$ cat config.mk
export PLATFORM = sky130hd
export DESIGN_NAME = yolo_box_feeder
export DESIGN_NICKNAME = d
export VERILOG_FILES = /design/src/rtl/yolo_box_feeder.sv
export SDC_FILE = /design/constraint.sdc
export NUM_CORES = 1
export LEC_CHECK = 0
export BUFFER_PORTS_ARGS = -buffer_cell sky130_fd_sc_hd__buf_2
export CAP_MARGIN = 20
export CORE_AREA = 2 2 136 138
export CTS_CLUSTER_DIAMETER = 100
export DETAILED_ROUTE_END_ITERATION = 6
export DIE_AREA = 0 0 138 140
export HOLD_SLACK_MARGIN = 0.06
export PLACE_DENSITY = 0.63
export RECOVER_POWER = 50
export SLEW_MARGIN = 40
export SYNTH_ARGS = -nofsm -noshare
export SYNTH_HDL_FRONTEND = slang
export SYNTH_SLANG_ARGS = --single-unit
$ cat constraint.sdc
create_clock -name M_AXI_ACLK -period 2.2 [get_ports M_AXI_ACLK]
set_input_delay 0.44 -clock M_AXI_ACLK [delete_from_list [all_inputs] [get_ports M_AXI_ACLK]]
set_output_delay 0.44 -clock M_AXI_ACLK [all_outputs]
set_load 0.01 [all_outputs]
$ cat src/rtl/yolo_box_feeder.sv
// Sequencer feeding raw YOLO box words to the box-decode PE.
// Define YOLO_FEEDER_HOLD_EN to hold PE inputs between valid cycles.
module yolo_box_feeder #(
    parameter int Data_bit   = 16,
    parameter int ADDR_W     = 16,
    parameter int PE_LATENCY = 6
) (
    input  logic                  M_AXI_ACLK,
    input  logic                  rst,
    input  logic                  start,
    input  logic [3:0]            cfg_grid_w,
    input  logic [3:0]            cfg_grid_h,
    input  logic [3:0]            cfg_anchor_num,
    input  logic [ADDR_W-1:0]     cfg_base_addr,
    output logic                  rd_req,
    output logic [ADDR_W-1:0]     rd_addr,
    input  logic                  rd_gnt,
    input  logic                  rd_valid,
    input  logic [4*Data_bit-1:0] rd_data,
    output logic [Data_bit-1:0]   data_parameter,
    output logic [Data_bit-1:0]   data_in_bx0,
    output logic [Data_bit-1:0]   data_in_by0,
    output logic [Data_bit-1:0]   data_in_bw0,
    output logic [Data_bit-1:0]   data_in_bh0,
    output logic                  pe_in_valid,
    output logic                  pe_out_valid,
    output logic [Data_bit-1:0]   pe_out_param,
    output logic                  busy,
    output logic                  done
);
    typedef enum logic [2:0] {IDLE, REQ, WAIT, DRAIN, DONE} state_t;

    localparam int CW = (PE_LATENCY > 1) ? $clog2(PE_LATENCY) : 1;
    localparam logic [CW-1:0] DRAIN_LAST = CW'(PE_LATENCY - 1);

    state_t              state_q, state_d;
    logic [3:0]          w_q, w_d, h_q, h_d, an_q, an_d;
    logic [3:0]          a_q, a_d, m_q, m_d, n_q, n_d;
    logic [CW-1:0]       drn_q, drn_d;
    logic [ADDR_W-1:0]   addr_q, addr_d;
    logic                req_q, req_d;
    logic [Data_bit-1:0] bx_q, bx_d, by_q, by_d;
    logic [Data_bit-1:0] bw_q, bw_d, bh_q, bh_d;
    logic [Data_bit-1:0] par_q, par_d;
    logic                vld_q, vld_d;
    logic                busy_q, busy_d, done_q, done_d;
    logic                last_a, last_m, last_n;

    logic [PE_LATENCY-1:0] dv_q;
    logic [Data_bit-1:0]   dp_q [PE_LATENCY];

    assign last_a = (a_q == an_q - 4'd1);
    assign last_m = (m_q == w_q - 4'd1);
    assign last_n = (n_q == h_q - 4'd1);

    always_comb begin
        state_d = state_q;
        w_d     = w_q;
        h_d     = h_q;
        an_d    = an_q;
        a_d     = a_q;
        m_d     = m_q;
        n_d     = n_q;
        drn_d   = drn_q;
        addr_d  = addr_q;
        vld_d   = 1'b0;
`ifdef YOLO_FEEDER_HOLD_EN
        bx_d    = bx_q;
        by_d    = by_q;
        bw_d    = bw_q;
        bh_d    = bh_q;
        par_d   = par_q;
`else
        bx_d    = '0;
        by_d    = '0;
        bw_d    = '0;
        bh_d    = '0;
        par_d   = '0;
`endif
        unique case (state_q)
            IDLE: begin
                if (start) begin
                    w_d  = cfg_grid_w;
                    h_d  = cfg_grid_h;
                    an_d = cfg_anchor_num;
                    if (cfg_grid_w == 4'd0 || cfg_grid_h == 4'd0 ||
                        cfg_anchor_num == 4'd0) begin
                        state_d = DONE;
                    end else begin
                        a_d     = '0;
                        m_d     = '0;
                        n_d     = '0;
                        addr_d  = cfg_base_addr;
                        state_d = REQ;
                    end
                end
            end
            REQ: begin
                if (rd_gnt) state_d = WAIT;
            end
            WAIT: begin
                if (rd_valid) begin
                    bx_d   = rd_data[Data_bit-1:0];
                    by_d   = rd_data[2*Data_bit-1:Data_bit];
                    bw_d   = rd_data[3*Data_bit-1:2*Data_bit];
                    bh_d   = rd_data[4*Data_bit-1:3*Data_bit];
                    par_d  = Data_bit'({a_q, n_q, m_q});
                    vld_d  = 1'b1;
                    addr_d = addr_q + ADDR_W'(1);
                    // anchor innermost, then column, then row
                    if (last_a) begin
                        a_d = '0;
                        if (last_m) begin
                            m_d = '0;
                            n_d = n_q + 4'd1;
                        end else begin
                            m_d = m_q + 4'd1;
                        end
                    end else begin
                        a_d = a_q + 4'd1;
                    end
                    if (last_a && last_m && last_n) begin
                        drn_d   = '0;
                        state_d = DRAIN;
                    end else begin
                        state_d = REQ;
                    end
                end
            end
            DRAIN: begin
                if (drn_q == DRAIN_LAST) state_d = DONE;
                else drn_d = drn_q + CW'(1);
            end
            DONE: state_d = IDLE;
            default: state_d = IDLE;
        endcase
        req_d  = (state_d == REQ);
        busy_d = (state_d != IDLE);
        done_d = (state_q == DONE);
    end

    always_ff @(posedge M_AXI_ACLK) begin
        if (rst) begin
            state_q <= IDLE;
            w_q     <= '0;
            h_q     <= '0;
            an_q    <= '0;
            a_q     <= '0;
            m_q     <= '0;
            n_q     <= '0;
            drn_q   <= '0;
            addr_q  <= '0;
            req_q   <= 1'b0;
            bx_q    <= '0;
            by_q    <= '0;
            bw_q    <= '0;
            bh_q    <= '0;
            par_q   <= '0;
            vld_q   <= 1'b0;
            busy_q  <= 1'b0;
            done_q  <= 1'b0;
        end else begin
            state_q <= state_d;
            w_q     <= w_d;
            h_q     <= h_d;
            an_q    <= an_d;
            a_q     <= a_d;
            m_q     <= m_d;
            n_q     <= n_d;
            drn_q   <= drn_d;
            addr_q  <= addr_d;
            req_q   <= req_d;
            bx_q    <= bx_d;
            by_q    <= by_d;
            bw_q    <= bw_d;
            bh_q    <= bh_d;
            par_q   <= par_d;
            vld_q   <= vld_d;
            busy_q  <= busy_d;
            done_q  <= done_d;
        end
    end

    // Mirrors the PE pipeline so results can be tagged downstream
    always_ff @(posedge M_AXI_ACLK) begin
        if (rst) begin
            dv_q <= '0;
            for (int i = 0; i < PE_LATENCY; i++) dp_q[i] <= '0;
        end else begin
            dv_q[0] <= vld_q;
            dp_q[0] <= par_q;
            for (int i = 1; i < PE_LATENCY; i++) begin
                dv_q[i] <= dv_q[i-1];
                dp_q[i] <= dp_q[i-1];
            end
        end
    end

    assign rd_req         = req_q;
    assign rd_addr        = addr_q;
    assign data_parameter = par_q;
    assign data_in_bx0    = bx_q;
    assign data_in_by0    = by_q;
    assign data_in_bw0    = bw_q;
    assign data_in_bh0    = bh_q;
    assign pe_in_valid    = vld_q;
    assign pe_out_valid   = dv_q[PE_LATENCY-1];
    assign pe_out_param   = dp_q[PE_LATENCY-1];
    assign busy           = busy_q;
    assign done           = done_q;
endmodule
Word-level counts from Yosys, hierarchy flattened --
Memories as Yosys holds them, arrays and structs flattened. Cells that the tools add are included.
Word-level totals: register bits after elaboration 136, memory bits (writable) 96, input port bits 97, output and inout port bits 117, logic and storage cells 109, memories kept 1
Memories:
- dp_q | words 6, width 16, read ports 6, clocked after Yosys merged registers in 0, write ports 6, RTL line 50 | logic [Data_bit-1:0] dp_q [PE_LATENCY];
Cells by class: $add $sub $neg 8, equal/unequal tests 16, muxes and demuxes 38, bitwise logic cells 8, reductions and logical operators 18
Operator list (number):
- 16-bit 2-to-1 mux | 9
- 4-bit 2-to-1 mux | 10
- 16-bit case mux with 2 select lines | 1
- 3-bit 2-to-1 mux | 8
- 4-bit case mux with 2 select lines | 3
- 16-bit by 1-bit adder with 16-bit output (second input constant) | 1
- 2-bit inequality test (second input constant) | 7
- 4-bit by 1-bit adder with 4-bit output (second input constant) | 3
- 4-bit equality test | 3
- 4-bit zero test | 3
- 3-bit case mux with 4 select lines | 1
- 4-bit by 1-bit subtractor with 4-bit output (second input constant) | 3
- 4-bit AND reduction | 2
- 3-bit by 1-bit equality test with 1-bit output (second input constant) | 2
- 3-bit by 2-bit equality test with 1-bit output (second input constant) | 2
- 3-bit equality test (second input constant) | 2
- 1-bit OR | 6
- 3-bit case mux with 2 select lines | 1
- 6-bit AND reduction | 1
- 5-bit AND reduction | 1
- 1-bit 2-to-1 mux | 4
- 2-bit nonzero test | 2
- 3-bit by 1-bit adder with 3-bit output (second input constant) | 1
- 3-bit zero test | 1
- other kinds (8) | 11

Longest topological paths before layout --
depth in word-level cells 8, gate-level depth with buffers 9, depth with buffers taken out 7

Worst setup path before layout --
No wires, ideal clock.
path kind reg2reg, start register state_q[1], end register n_q[2], library setup time 0.116 ns, data arrival time 2.072 ns, required time 2.084 ns, path slack 0.013 ns, cell stages (with the launch flop) 9, buffers on the path 3, clock period less this slack 2.187 ns, cell sequence dfxtp_1 > buf_6 > or4b_1 > buf_2 > nor4_4 > buf_4 > o221ai_2 > o311a_1 > a31o_1
Between the ends: cells in the longest elaborated chain, start to end 3, elaborated cells between the ends (all ways) 10, classes of those cells 6 x eq/ne; 1 x mux; 3 x reduce/logical
Ends and longest elaborated chain:
- from (decl) | RTL line 36 | state_t state_q, state_d;
- from (signal assigned) | RTL line 163 | state_q <= state_d;
- 3-bit by 2-bit equality test with 1-bit output / 3-bit zero test (equally long branches) | RTL line 80 | unique case (state_q)
- 2-bit inequality test (no line) / 2-bit nonzero test (equally long branches)
- 6-bit AND reduction (no line)
- to (signal assigned) | RTL line 169 | n_q <= n_d;
- to (decl) | RTL line 38 | logic [3:0] a_q, a_d, m_q, m_d, n_q, n_d;
Several ways; a longest one is shown, not always the timed one. A chain may end at the register's enable or synchronous reset.

Worst setup path in the final report --
start register an_q[1], end register m_q[2]
Between the ends: cells in the longest elaborated chain, start to end 4
Ends and longest elaborated chain:
- from (decl) | RTL line 37 | logic [3:0] w_q, w_d, h_q, h_d, an_q, an_d;
- from (signal assigned) | RTL line 166 | an_q <= an_d;
- 4-bit by 1-bit subtractor with 4-bit output | RTL line 52 | assign last_a = (a_q == an_q - 4'd1);
- 4-bit equality test | RTL line 52
- 2-bit inequality test (no line)
- 5-bit AND reduction (no line)
- to (signal assigned) | RTL line 168 | m_q <= m_d;
- to (decl) | RTL line 38
Every way passes these cells.

==> flow_metrics.env <==
export IMPL_run_status="finished clean"
export IMPL_placement_cell_area_sq_um=8370
export IMPL_timing_final_hold_violations=0
export IMPL_post_drt_via_cell_ratio=4.58
export IMPL_floorplan_die_width_um=138
export IMPL_final_period_utilization=0.940
export IMPL_drive_gt1_frac=0.230
export IMPL_period_minus_slack_ns=2.07
export IMPL_largest_net_degree_at_the_start_of_global_routing=105
export IMPL_clock_insertion_delay_at_the_later_pin_of_the_skew_report_ns=0.49
export IMPL_tritoncts="done"
export IMPL_final_fill_count=1692
export IMPL_syn_area_per_cell_sq_um=10.2
export IMPL_drt_first_iter_violations=244
export IMPL_fp_row_count=49
export IMPL_cts_max_path_buffers=3
export IMPL_fmax_ghz=0.484
export IMPL_number_of_slew_limit_violations_in_the_final_report=0
export IMPL_ff2ff_path_depth=9
export IMPL_prevailing_post_synth_register_cell="sky130_fd_sc_hd__dfxtp_1"
export IMPL_area_growth_synth_to_final_pct=30.3
export IMPL_synth_async_reset_ratio=0
export IMPL_postSynthRegisterBits=204
export IMPL_post_synth_top_count_cell="sky130_fd_sc_hd__dfxtp_1"
export IMPL_antenna_found_initial=0
export IMPL_die_area_sq_um=19300
export IMPL_synth_mux_area_fraction=0.00448
export IMPL_synth_xor_xnor_area_share=0.0244
export IMPL_synth_area_in_compound_gates=0.0941
export IMPL_postRouteWirelength_um=14700
export IMPL_p_leak_nw=3.79
export IMPL_post_place_ws_ns=-0.0417
export IMPL_grt_overflow_total=0
export IMPL_cp_start_kind="register"
export IMPL_setup_total_negative_slack_ns=0
export IMPL_synthTopCellsByCount="204 x sky130_fd_sc_hd__dfxtp_1, 79 x sky130_fd_sc_hd__nor2b_1, 77 x sky130_fd_sc_hd__and2_1"
export IMPL_fin_skew_ns=0.0201
export IMPL_number_of_drc_violations_after_detailed_routing=0
export IMPL_final_cell_area_sq_um=9090
export IMPL_post_route_util=0.512
export IMPL_holdBufCountCts=0
export IMPL_critPathSlowestCell="sky130_fd_sc_hd__or4b_1"
export IMPL_h_tree_depth_reported_by_cts=1
export IMPL_gp_congestion=0.859
export IMPL_holdPathStages=2
export IMPL_worst_setup_path_end_kind="register"
export IMPL_postSynthCellCount=681
export IMPL_fp_dieH_um=140
export IMPL_setup_reg_to_reg_worst_slack_ns=0.13
export IMPL_num_antenna_cells=0
export IMPL_top_area_cells_in_the_synthesized_netlist="sky130_fd_sc_hd__dfxtp_1 59%, sky130_fd_sc_hd__nor2b_1 7.1%, sky130_fd_sc_hd__and2_1 6.9%, sky130_fd_sc_hd__a21oi_1 2.6%, sky130_fd_sc_hd__nand2_1 2.5%"
export IMPL_critPathRequiredTime_ns=2.62
export IMPL_clock_root_buffer="sky130_fd_sc_hd__clkbuf_16"
export IMPL_synth_adder_area_share=0.0161
export IMPL_synthSimpleGateAreaFrac=0.237
export IMPL_cp_slowest_stage_delay_ns=0.45
export IMPL_critical_path_class="register to register"
export IMPL_synth_largest_area_cell="sky130_fd_sc_hd__dfxtp_1"
export IMPL_worstReg2RegEnd="m_q[2]"
export IMPL_grt_pass1_vias=4745
export IMPL_post_synth_instance_area_sq_um=6980
export IMPL_arr_time_crit_path_ns=2.49
export IMPL_worstPathMaxFanout=6
export IMPL_hold_path_endpoint="data_in_by0[12]"
export IMPL_p_per_area_nw_per_um2=921
export IMPL_boundaryPins=214
export IMPL_synth_edf_count=0
export IMPL_vdd_ir_drop_worst_v=0.000608
export IMPL_drt_antenna_violating_nets=0
export IMPL_synth_largest_type_area_fraction=0.585
export IMPL_synth_top_family_by_area="simple AND/OR/NAND/NOR gates"
export IMPL_timing_hold_ws_ns=0.141
export IMPL_timing_max_cap_violations=0
export IMPL_number_of_optimization_iterations_in_the_first_detailed_route_pass=4
export IMPL_grt_usage=0.143
export IMPL_tritoncts_num_sinks=204
export IMPL_buffer_ports_inserted=205
export IMPL_dp_final_hpwl_um=10100
export IMPL_synth_warning_count=0
export IMPL_path_clk_slew_ns=0.06
export IMPL_std_cell_core_area_sq_um=17800
export IMPL_crit_chain="inv_1 > ha_1 > xnor2_1 > nor3_2 > buf_4 > a22oi_1 > buf_4 > or4b_1 > o21ai_1"
export IMPL_setup_viol_count_final=0
export IMPL_worstHoldStart="rd_data[28]"
export IMPL_min_path_type="input pin to register"
export IMPL_initial_core_util=0.393
export IMPL_postLayoutSetupSlackWorst_ns=0.132
export IMPL_regToRegStartpoint="an_q[1]"
export IMPL_grt_first_pass_wirelength_um=23400
export IMPL_final_nets=1009
export IMPL_wire_per_inst_um=12.8
export IMPL_synth_seq_area_share=0.585
export IMPL_route_vias_total=5246
export IMPL_top_cell_by_count_worst_path="sky130_fd_sc_hd__buf_4"
export IMPL_tritoncts_num_buffers=22
export IMPL_synth_cell_types=61
[power by group]
group	switching (mW)	leakage, nW	internal, mW
Combinational	0.339	1.76	0.297
Sequential	0.0677	1.65	3.77
Clock	1.44	0.379	2.47
Total	1.85	3.79	6.53
[kinds of logic (layout without fill, tap and decap cells)]
logic type / count (synthesis) / in the layout
muxes: 3 / 3
other: 1 / 8
and+or+nand+nor: 288 / 288
xor gates and xnor gates: 16 / 16
AOI/OAI and AO/OA: 101 / 101
adders and majority gates: 9 / 9
DFF: 204 / 204
buffers and inverters: 59 / 288
[worst max-delay path, delay by kind of cell, from the launching register on]
| kind | cells | cell delay (ns) |
|---|---|---|
| AND/OR/NAND/NOR | 2 | 0.63 |
| buffers and inverters | 3 | 0.41 |
| flip-flops | 1 | 0.35 |
| adder cells (fa/ha/maj) | 1 | 0.27 |
| AO/OA/AOI/OAI | 2 | 0.18 |
| XOR/XNOR | 1 | 0.13 |
[stage by stage]
| step | power, mW | std cells |
|---|---|---|
| after detailed placement | 4.55 | 1107 |
| after floorplan | 4.29 | 688 |
| after global routing | 8.72 | 1146 |
| after CTS | 8.48 | 1145 |
| final | 8.38 | 1146 |
| after global placement | 4.54 | 1107 |
[placed cells by master, fill, tap and decap left out, types with 7 or more instances in the layout]
master,Yosys,routed
sky130_fd_sc_hd__o21ai_0,11,11
sky130_fd_sc_hd__ha_1,9,9
sky130_fd_sc_hd__dfxtp_1,204,204
sky130_fd_sc_hd__or3_1,7,7
sky130_fd_sc_hd__nor3_1,15,14
sky130_fd_sc_hd__buf_2,3,128
sky130_fd_sc_hd__nand2_1,47,47
sky130_fd_sc_hd__xnor2_1,8,8
sky130_fd_sc_hd__conb_1,1,8
sky130_fd_sc_hd__nor2_1,20,19
sky130_fd_sc_hd__and2_1,77,77
sky130_fd_sc_hd__clkbuf_16,0,23
sky130_fd_sc_hd__inv_1,13,13
sky130_fd_sc_hd__a21oi_1,36,36
sky130_fd_sc_hd__buf_4,9,31
sky130_fd_sc_hd__nand3_1,11,11
sky130_fd_sc_hd__nor2b_1,79,79
sky130_fd_sc_hd__a211oi_1,11,9
sky130_fd_sc_hd__clkbuf_1,32,77
[state kept, by name, indices dropped and copies added (netlist names), 6 cells and up]
| name | cells |
|---|---|
| data_in_by0 | 16 |
| dp_q | 72 |
| data_in_bh0 | 16 |
| data_in_bx0 | 16 |
| data_in_bw0 | 16 |
| data_parameter | 12 |
| dv_q | 6 |
| rd_addr | 16 |
[area by class of cell]
class	count	area, sq um	area share
sequential	204	4080	0.449
multi-input combinational	425	2690	0.296
timing repair buffer	237	1200	0.132
clock buffer	27	621	0.0682
tap	229	287	0.0315
clock inverter	11	166	0.0183
inverter	13	48.8	0.00537
[worst max path at each step]
stage / startpoint / end / slack, ns / depth (start not counted)
3_3_place_gp: start / m_q[2] / -0.004 / 7
4_1_cts: state_q[1] / m_q[2] / 0.10 / 6
5_1_grt: w_q[1] / m_q[0] / -0.04 / 7
3_5_place_dp: start / m_q[2] / -0.04 / 7
2_1_floorplan: state_q[1] / n_q[2] / 0.01 / 8
6_report: an_q[1] / m_q[2] / 0.13 / 9
[metal layers]
metal  vias up  global-route usage  routed length, um
li1       2712                   -                  -
met1      2372               0.179               6400
met2       141               0.253               7190
met3        21              0.0277                784
met4         0              0.0365                323
met5         -                   0                  0
[timing repair]
| item | in CTS | in global routing |
|---|---|---|
| buffers inserted | 0 | 1 |
| gates resized for setup | 0 | 6 |
| setup endpoints to repair | 0 | 10 |
Power figures use the tool's default switching activity.
